[src/rtl/rf_write_arbiter.sv]
// Register-file write-port arbiter with a one-entry registered write stage and pending mask.
// Define RF_ARB_FIXED_PRIO_EN for fixed priority (lowest index wins) instead of round-robin.
module rf_write_arbiter #(
    parameter int NUM_REQ = 3
) (
    input  logic                  clk,
    input  logic                  rst_n,
    input  logic [NUM_REQ-1:0]    req_valid,
    input  logic [5*NUM_REQ-1:0]  req_addr,
    input  logic [32*NUM_REQ-1:0] req_data,
    output logic [NUM_REQ-1:0]    req_ready,
    input  logic                  flush,
    output logic                  we3,
    output logic [4:0]            a3,
    output logic [31:0]           wd3,
    output logic [1:0]            grant_id,
    output logic [31:0]           pending_mask
);

    logic [1:0]  win_p0;
    logic        found_p0;
    logic        xfer_p0;
    logic [4:0]  win_addr_p0;
    logic [31:0] win_data_p0;

    logic        vld_p1;
    logic [4:0]  addr_p1;
    logic [31:0] data_p1;
    logic [1:0]  id_p1;

    // Stage p0: grant selection (combinational)
`ifdef RF_ARB_FIXED_PRIO_EN
    always_comb begin
        win_p0   = '0;
        found_p0 = 1'b0;
        for (int i = NUM_REQ - 1; i >= 0; i--) begin
            if (req_valid[i]) begin
                win_p0   = 2'(i);
                found_p0 = 1'b1;
            end
        end
    end
`else
    logic [1:0] last_grant;
    logic [2:0] idx_p0;

    // Scan the search order backwards so the first valid requester in order wins.
    always_comb begin
        win_p0   = '0;
        found_p0 = 1'b0;
        idx_p0   = '0;
        for (int k = NUM_REQ; k >= 1; k--) begin
            idx_p0 = 3'(last_grant) + 3'(k);
            if (idx_p0 >= 3'(NUM_REQ))
                idx_p0 = idx_p0 - 3'(NUM_REQ);
            for (int i = 0; i < NUM_REQ; i++) begin
                if (idx_p0 == 3'(i) && req_valid[i]) begin
                    win_p0   = 2'(i);
                    found_p0 = 1'b1;
                end
            end
        end
    end

    always_ff @(posedge clk or negedge rst_n) begin
        if (!rst_n)
            last_grant <= 2'(NUM_REQ - 1);
        else if (xfer_p0)
            last_grant <= win_p0;
    end
`endif

    assign xfer_p0 = found_p0 & ~flush & rst_n;

    always_comb begin
        req_ready   = '0;
        win_addr_p0 = '0;
        win_data_p0 = '0;
        for (int i = 0; i < NUM_REQ; i++) begin
            if (win_p0 == 2'(i)) begin
                req_ready[i] = xfer_p0;
                win_addr_p0  = req_addr[5*i +: 5];
                win_data_p0  = req_data[32*i +: 32];
            end
        end
    end

    // Stage p1: write stage; x0 transfers complete the handshake but never load it
    always_ff @(posedge clk or negedge rst_n) begin
        if (!rst_n) begin
            vld_p1  <= 1'b0;
            addr_p1 <= '0;
            data_p1 <= '0;
            id_p1   <= '0;
        end else begin
            vld_p1 <= xfer_p0 && (win_addr_p0 != 5'd0);
            if (xfer_p0 && (win_addr_p0 != 5'd0)) begin
                addr_p1 <= win_addr_p0;
                data_p1 <= win_data_p0;
                id_p1   <= win_p0;
            end
        end
    end

    assign we3          = vld_p1 & ~flush;
    assign a3           = addr_p1;
    assign wd3          = data_p1;
    assign grant_id     = id_p1;
    assign pending_mask = vld_p1 ? (32'd1 << addr_p1) : 32'd0;

endmodule

[config.mk]
export PLATFORM = sky130hd
export DESIGN_NAME = rf_write_arbiter
export DESIGN_NICKNAME = d
export VERILOG_FILES = /design/src/rtl/rf_write_arbiter.sv
export SDC_FILE = /design/constraint.sdc
export NUM_CORES = 1
export LEC_CHECK = 0
export ABC_CLOCK_PERIOD_IN_PS = 7800
export BUFFER_PORTS_ARGS = -buffer_cell sky130_fd_sc_hd__buf_4
export CORE_MARGIN = 10
export CORE_UTILIZATION = 29
export CTS_BUF_LIST = sky130_fd_sc_hd__clkbuf_16
export DETAILED_ROUTE_END_ITERATION = 10
export PLACE_DENSITY = 0.6
export SLEW_MARGIN = 40
export SYNTH_ARGS = -nofsm -noshare
export SYNTH_HDL_FRONTEND = slang
export SYNTH_SLANG_ARGS = --single-unit
[constraint.sdc]
create_clock -name clk -period 7.8 [get_ports clk]
set_input_delay 0.39 -clock clk [delete_from_list [all_inputs] [get_ports clk]]
set_output_delay 0.39 -clock clk [all_outputs]
set_load 0.005 [all_outputs]
* Yosys cells after proc, flatten, opt, wreduce, memory -nomap -nowiden
Index checks and enable logic that the tools add are counted.
Word-level totals: register bits after elaboration 42, input port bits 117, output and inout port bits 75, logic and storage cells 72
Cells by class: add/subtract/negate cells 6, magnitude comparators 3, equality and inequality tests 8, shift-type cells 1, mux-type cells 30, bitwise logic cells 4, reductions and logical operators 15
Operators by type and width (count):
- $mux 32 | 4
- $shl 1x5->32 const A | 1
- $mux 5 | 3
- $mux 2 | 7
- $mux 1 | 13
- $logic_and 1x1->1 | 10
- $eq 3x1->1 const B | 3
- $eq 3x2->1 const B | 3
- $ge 3x2->1 const B | 3
- $logic_not 3->1 | 3
- $mux 3 | 3
- $sub 3x2->3 const B | 3
- $add 2x2->3 const B | 2
- $reduce_bool 5->1 | 1
- $add 2x1->3 const B | 1
- $and 1x1->1 | 3
- $eq 2x1->1 const B | 1
- $eq 2x2->1 const B | 1
- $logic_not 2->1 | 1
- $not 1->1 | 1

* Logic depth before layout (Yosys ltp)
Gate-level depths: netlist of the first run.
word-level depth 19, gate-level depth with buffers 12, mapped depth without buffers 9

* Least setup slack after synthesis of the first run
No wires, ideal clock.
path kind register -> register, start register last_grant[1], end register id_p1[0] (netlist: grant_id[0]), setup time 128 ps, data arrival time 2493 ps, data required time 7672 ps, path slack 5180 ps, stages on the path, launching flop included 11, path buffers 2, period minus slack after synthesis 2620 ps, path through dfstp_2 > inv_1 > ha_1 > inv_1 > o32ai_1 > or2_1 > clkbuf_1 > a222oi_1 > a21oi_1 > buf_4 > mux2_1
Between the ends: longest elaborated chain between the ends 19, elaborated cells on any way between the ends 57, those cells by class add/sub (6); order compare (3); eq/ne (8); mux (23); bitwise (2); reduce/logical (15)
RTL lines:
- from (decl) | line 44 | logic [1:0] last_grant;
- from (signal assigned) | line 67 | last_grant <= 2'(NUM_REQ - 1);
- from (signal assigned) | line 69 | last_grant <= win_p0;
- $add 2x2->3 | line 53 | idx_p0 = 3'(last_grant) + 3'(k);
- $sub 3x2->3 / $ge 3x2->1 (equally long branches) | line 55, 54
- $mux 3 | line 54 | if (idx_p0 >= 3'(NUM_REQ))
- $eq 3x1->1 | line 57 | if (idx_p0 == 3'(i) && req_valid[i]) begin
- $logic_and 1x1->1 | line 57
- $mux 1 | line 57
- $mux 2 (7 in series) | line 57
- $logic_not 2->1 | line 80 | if (win_p0 == 2'(i)) begin
- $mux 5 (3 in series) | line 80
- $reduce_bool 5->1 | line 97 | if (xfer_p0 && (win_addr_p0 != 5'd0)) begin
- $logic_and 1x1->1 | line 97
- to (signal assigned) | line 100 | id_p1 <= win_p0;
- to (decl) | line 29 | logic [1:0] id_p1;
Several ways; a longest one is shown, not always the timed one. A chain may end at the register's enable or synchronous reset.

* Worst setup path after layout of the first run
start register last_grant[1], end register id_p1[1] (netlist: grant_id[1])
Same word-level chain as after synthesis.

==> results of run 1 <==
[worst max-delay path: stages (launching register included)]
cell and delay [ns]:
dfstp_2 0.54, inv_1 0.05, ha_1 0.37, inv_1 0.09, o32ai_1 0.47, or2_2 0.61
a222oi_1 0.26, a21oi_4 0.66, buf_4 0.44, mux2_1 0.36
[kinds of logic after synthesis]
logic type / synth area share [%]
flops: 41.76
mux: 13.60
compound gates: 20.21
buf+inv: 9.583
simple gates: 13.36
fa+ha+maj: 1.490
[worst paths after layout]
check,endpoint,slack [ns],cells after the start
max,grant_id[1],3.81,9
min,wd3[18],0.10,1
max reg2reg,grant_id[1],3.81,9
min reg2reg,grant_id[0],0.49,1
max in group asynchronous,a3[1],7.31,1
min in group clk,wd3[25],0.41,3
[where the power goes]
group          total (mW)  internal [mW]  switching [mW]
Combinational       0.764          0.368           0.396
Clock               0.265          0.182          0.0830
Sequential          0.424          0.330          0.0934
[layout by cell type, fill, tap and decap left out, drive strengths merged, types with 2 or more instances in the layout]
cell type | synthesis | layout
o32ai | 2 | 2
nor3 | 8 | 8
nor2b | 3 | 3
nand2b | 2 | 2
nand4 | 2 | 2
inv | 40 | 40
clkbuf | 14 | 5
nand2 | 12 | 12
a21oi | 10 | 10
a21o | 2 | 2
dfrtp | 41 | 41
mux2i | 32 | 32
o21ai | 10 | 10
nand3b | 2 | 2
and2 | 3 | 3
mux2 | 2 | 2
ha | 3 | 3
nand3 | 5 | 5
a222oi | 33 | 33
bufinv | 0 | 2
buf | 6 | 194
nor2 | 30 | 30
[layout make-up]
| class | instances | area, sq um |
|---|---|---|
| Tap cell | 105 | 131.4 |
| Multi-Input combinational cell | 170 | 1245 |
| Inverter | 40 | 150.1 |
| Fill cell | 774 | 4116 |
| Sequential cell | 42 | 1052 |
| Clock inverter | 3 | 63.81 |
| Clock buffer | 5 | 125.1 |
| Timing Repair Buffer | 194 | 1456 |
[state kept, by name (all words and copies together) (netlist names)]
name	count
grant_id	2
wd3	32
vld_p1	1
a3	5
last_grant	2
[routing by layer]
| layer | track usage [%] | part of all wire (%) | vias to the layer above |
|---|---|---|---|
| met3 | 9.297 | 15 | 2 |
| met4 | 2.792 | 0.37 | 0 |
| li1 | - | - | 1358 |
| met2 | 24.85 | 46 | 168 |
| met1 | 16.15 | 39 | 1362 |
| met5 | 0 | 0 | - |
[per-stage QoR]
step | util, % | hold WS, ns
global route | 50.65 | 0.1404
global placement | 48.38 | 0.4169
floorplan | - | 0.09441
finish | 50.65 | 0.1005
detailed placement | 48.38 | 0.4208
CTS | 50.65 | 0.1210
==> results_dict.tcl, run 1 <==
set metrics [dict create \
    status "finished clean" \
    p_total_mw 1.453 \
    cts_root_buffer "clkbuf_16" \
    ys_seq_area_share_pct 41.76 \
    critical_path.max_fanout 34 \
    yosys_warnings 0 \
    synth_ff_type "dfrtp_1" \
    syn_nets 392 \
    maxSlewViolCount 0 \
    final_cells 559 \
    drtAntennaViolNets 0 \
    ys_ff_latch 42 \
    final_area_sq_um 4224 \
    port_buffers 191 \
    slew_headroom_pct 51.38 \
    final.setup_skew_ns 0.005482 \
    ir_worst_vdd_v 0.0001275 \
    worst_pin_slew_ns 0.7277 \
    cts_tree "done" \
    setup_viol 0 \
    drc 0 \
    critical_path_required_ns 7.96 \
    yosysUniqueCellTypes 34 \
    cts.sinks 42 \
    via_count 2890 \
    synth-edff-count 0 \
    rsz0062_at_grt "no" \
    dpl.cell_count 551 \
    start_util_pct 30.21 \
    critPathLaunchType "register" \
    ctsResizeCount 0 \
    diodes 0 \
    cts-buffers-inserted 5 \
    wl_per_cell_um 18.47 \
    synth_area_sq_um 2520 \
    synth_top_area_cell "dfrtp_1" \
    core-area_sq_um 8341 \
    chipWidth_um 113.2 \
    critPathArrivalTime_ns 4.15 \
    clk_pin_slew_ns 0.06 \
    yosys-top-cells-count "dfrtp_1 (41), inv_1 (40), a222oi_1 (33)" \
    insertion_delay_ns 0.28 \
    synth_top_area_share_pct 40.71 \
    drive_above_1_share_pct 45.37 \
    place_congestion 0.8008 \
    rows 33 \
    layout_setup_ws_ns 3.810 \
    dr.pass1.iters 7 \
    ioPinCount 192 \
    fmax_mhz 250.6 \
    dpl-instance-area_sq_um 4035 \
    hold_class "input port to asynchronous set/reset pin" \
    syn_area_per_cell_sq_um 9.264 \
    synth.most_common_cell "dfrtp_1" \
    antenna_found_initial 0 \
    end_kind "register" \
    grt_remaining_overflow 0 \
    die_h_um 113.2 \
    power.density_nw_per_um2 344.1 \
    drt_iter0_drc 328 \
    cts_setup_buffers 0 \
    grt_max_degree 45 \
    fin_crit_ns 3.990 \
    dp.final_hpwl_mm 8.379 \
    finalCritPeriodShare_pct 51.15 \
    grt_pass1_vias 3079 \
    nets 573 \
    grt_pass1_wl_mm 16.10 \
    ctsLongestPathBuffers 2 \
    areaGrowthSynthToFinish_pct 67.63 \
    global_route.usage.total_pct 15.03 \
    p_leak_nw 2.135 \
    timing.rr.start "last_grant[1]" \
    viasPerCell 5.170 \
    holdBufCountCts 0 \
    dp_worst_setup_slack_ns 3.742 \
    ys_top_cells_by_area "dfrtp_1 (41%), a222oi_1 (13%), mux2i_1 (13%)" \
    finalHoldViolations 0 \
    postSynthCellCount 272 \
    drt_wl_total_mm 10.32 \
    die_area_sq_um 12820 \
    critical_path_class "register to register" \
    finalSetupTns_ns 0 \
    maxCapViolCount 0 \
    critPathLaunch "last_grant[1]" \
    async_flop_share_pct 100.0 \
    htreeDepth 2 \
]
Power figures use the tool's default switching activity.
==> inputs of run 2 (changes only) <==
--- a/config.mk
+++ b/config.mk
@@ -5,13 +5,13 @@
 export SDC_FILE = /design/constraint.sdc
 export NUM_CORES = 1
 export LEC_CHECK = 0
-export ABC_CLOCK_PERIOD_IN_PS = 7800
+export ABC_CLOCK_PERIOD_IN_PS = 3400
 export BUFFER_PORTS_ARGS = -buffer_cell sky130_fd_sc_hd__buf_4
 export CORE_MARGIN = 10
 export CORE_UTILIZATION = 29
 export CTS_BUF_LIST = sky130_fd_sc_hd__clkbuf_16
 export DETAILED_ROUTE_END_ITERATION = 10
-export PLACE_DENSITY = 0.6
+export PLACE_DENSITY = 0.63
 export SLEW_MARGIN = 40
 export SYNTH_ARGS = -nofsm -noshare
 export SYNTH_HDL_FRONTEND = slang
==> constraint.sdc (replaced) <==
create_clock -name clk -period 3.4 [get_ports clk]
set_input_delay 0.17 -clock clk [delete_from_list [all_inputs] [get_ports clk]]
set_output_delay 0.17 -clock clk [all_outputs]
set_load 0.005 [all_outputs]
==> run 2 against run 1 <==
Against the previous run:
- design area rose by 0.92%
- worst setup slack got worse by 3.4 ns
- total power rose by 130%
- sequential power rose by 130%
- worst hold slack improved by 0.084 ns
- first-iteration DRC count fell by 22%
- core utilization rose by 0.47 points
- maximum frequency rose by 32%
- critical path depth rose by 1
- cell count rose by 0.89%
- flip-flop and latch count did not move
==> results_dict.tcl, run 2 (same netlist as run 1, synthesis figures left out) <==
set metrics [dict create \
    drt_wl_total_mm 10.16 \
    endpoint "wd3[25]" \
    power.share.switching_pct 39.66 \
    critical_path_required_ns 3.59 \
    p_total_mw 3.288 \
    cts_setup_buffers 0 \
    fillers 783 \
    hold_class "input port to register" \
    maxSlewViolCount 0 \
    dp.final_hpwl_mm 8.291 \
    via_count 2853 \
    rows 33 \
    critical_path_class "register to register" \
    clock_power_share_pct 15.8 \
    dr.pass1.iters 7 \
    critPathSlowestCell "dfstp_2" \
    areaGrowthSynthToFinish_pct 69.17 \
    grt_remaining_overflow 0 \
    global_route.usage.total_pct 15.13 \
    rsz0062_at_grt "no" \
    p_comb_share_pct 54.7 \
    final.setup_skew_ns 0.006654 \
    final_area_sq_um 4263 \
    timing.rr.end "wd3[25]" \
    critPathLaunchType "register" \
    port_buffers 191 \
    critPathArrivalTime_ns 3.21 \
    finalCritPeriodShare_pct 88.95 \
    critPathLaunch "last_grant[1]" \
    dpl-instance-area_sq_um 4090 \
    setup_viol 0 \
    grt_pass1_wl_mm 15.99 \
    nets 578 \
    cts.sinks 42 \
    critical_path.max_stage_delay_ns 0.54 \
    p_int_mw 1.984 \
    critical_path.max_fanout 17 \
    drive_above_1_share_pct 45.32 \
    grt_pass1_vias 3117 \
    power.density_nw_per_um2 771.3 \
    final_util_pct 51.11 \
    worst_hold_slack_ns 0.1847 \
    viasPerCell 5.059 \
    ctsResizeCount 0 \
    fmax_mhz 330.7 \
    cts_tree "done" \
    chipWidth_um 113.2 \
    cp_cell_sequence "inv_1 > ha_1 > inv_1 > o32ai_1 > o21ai_0 > a21oi_1 > nor4_2 > a21oi_4 > buf_12 > mux2i_1" \
    layout_setup_ws_ns 0.3759 \
    ctsLongestPathBuffers 2 \
    maxCapViolCount 0 \
    clk_pin_slew_ns 0.06 \
    dp_worst_setup_slack_ns 0.4160 \
    core-area_sq_um 8341 \
    slew_headroom_pct 61.18 \
    p_leak_nw 2.160 \
    htreeDepth 2 \
    wl_per_cell_um 18.02 \
    worst_pin_slew_ns 0.5822 \
    start_util_pct 30.21 \
    dpl.cell_count 555 \
    antenna_found_initial 0 \
    status "finished clean" \
    ioPinCount 192 \
    finalHoldViolations 0 \
    crit_top_cell "inv_1" \
    p_sw_mw 1.304 \
    timing.rr.start "last_grant[1]" \
    cts-buffers-inserted 5 \
    insertion_delay_ns 0.28 \
    die_h_um 113.2 \
    largest_reg_flops 32 \
    reg2regPathDepth 10 \
    fin_crit_ns 3.024 \
    die_area_sq_um 12820 \
    power_frac_seq_pct 29.4 \
    ir_worst_vdd_v 0.0003460 \
    final_cells 564 \
    layout_commonest_cell "buf_4" \
    finalSetupTns_ns 0 \
    grt_max_degree 45 \
    drt_iter0_drc 255 \
    diodes 0 \
    holdPathStages 3 \
    drtAntennaViolNets 0 \
    r2r_slack_ns 0.38 \
    end_kind "register" \
    place_congestion 0.8398 \
    drc 0 \
    final_cell_mix "buf_4 (196), inv_1 (42), dfrtp_1 (41)" \
    cts_root_buffer "clkbuf_16" \
]
run 2: changes by cell type in the layout (fill, tap and decap cells not counted), sizes merged:
| cell | before | now |
|---|---|---|
| bufinv | 2 | 1 |
| inv | 40 | 42 |
| dlygate4sd3 | 0 | 1 |
| buf | 194 | 198 |
| clkinv | 1 | 0 |
run 2: worst min-delay path by stage:
stage,start,endpoint
after CTS,req_data[19],wd3[19]
after global routing,req_data[19],wd3[19]
after global placement,rst_n,wd3[16]
after floorplan,rst_n,a3[0]
after detailed placement,rst_n,wd3[16]
final,req_data[19],wd3[19]
run 2: cell type report:
class	count	area [sq um]	share of cell area, %
Multi-Input combinational cell	170	1245	29.20
Inverter	40	150.1	3.522
Sequential cell	42	1052	24.68
Clock inverter	3	37.54	0.8805
Tap cell	105	131.4	3.082
Timing Repair Buffer	199	1521	35.69
Clock buffer	5	125.1	2.935
run 2: timing repair:
item | in CTS | in global routing
endpoints found under the hold margin | 41 | 0
hold buffers | 1 | 0
endpoints found under the setup margin | 0 | 0
run 2: worst max-delay path, delay by kind of cell, from the launching register on:
family          cells  cell delay (ns)
flops               1             0.54
simple gates        1             0.10
mux                 1             0.22
buf+inv             3             0.37
fa+ha+maj           1             0.37
compound gates      4             1.33
run 2: per-layer routing:
metal  track usage (%)  share of wire, %  vias up
li1                  -                 -     1363
met1             17.42                41     1318
met2             25.61                48      168
met3             6.445                11        4
met4             3.046              0.58        0
met5                 0                 0        -
run 2: power groups by stage:
stage	Combinational, mW	Sequential (mW)	Clock (mW)
6_report	1.80	0.968	0.521
5_1_grt	2.01	1.01	0.557
4_1_cts	1.84	0.969	0.539
3_5_place_dp	1.83	0.966	0
3_3_place_gp	1.79	0.958	0
2_1_floorplan	1.01	0.918	0
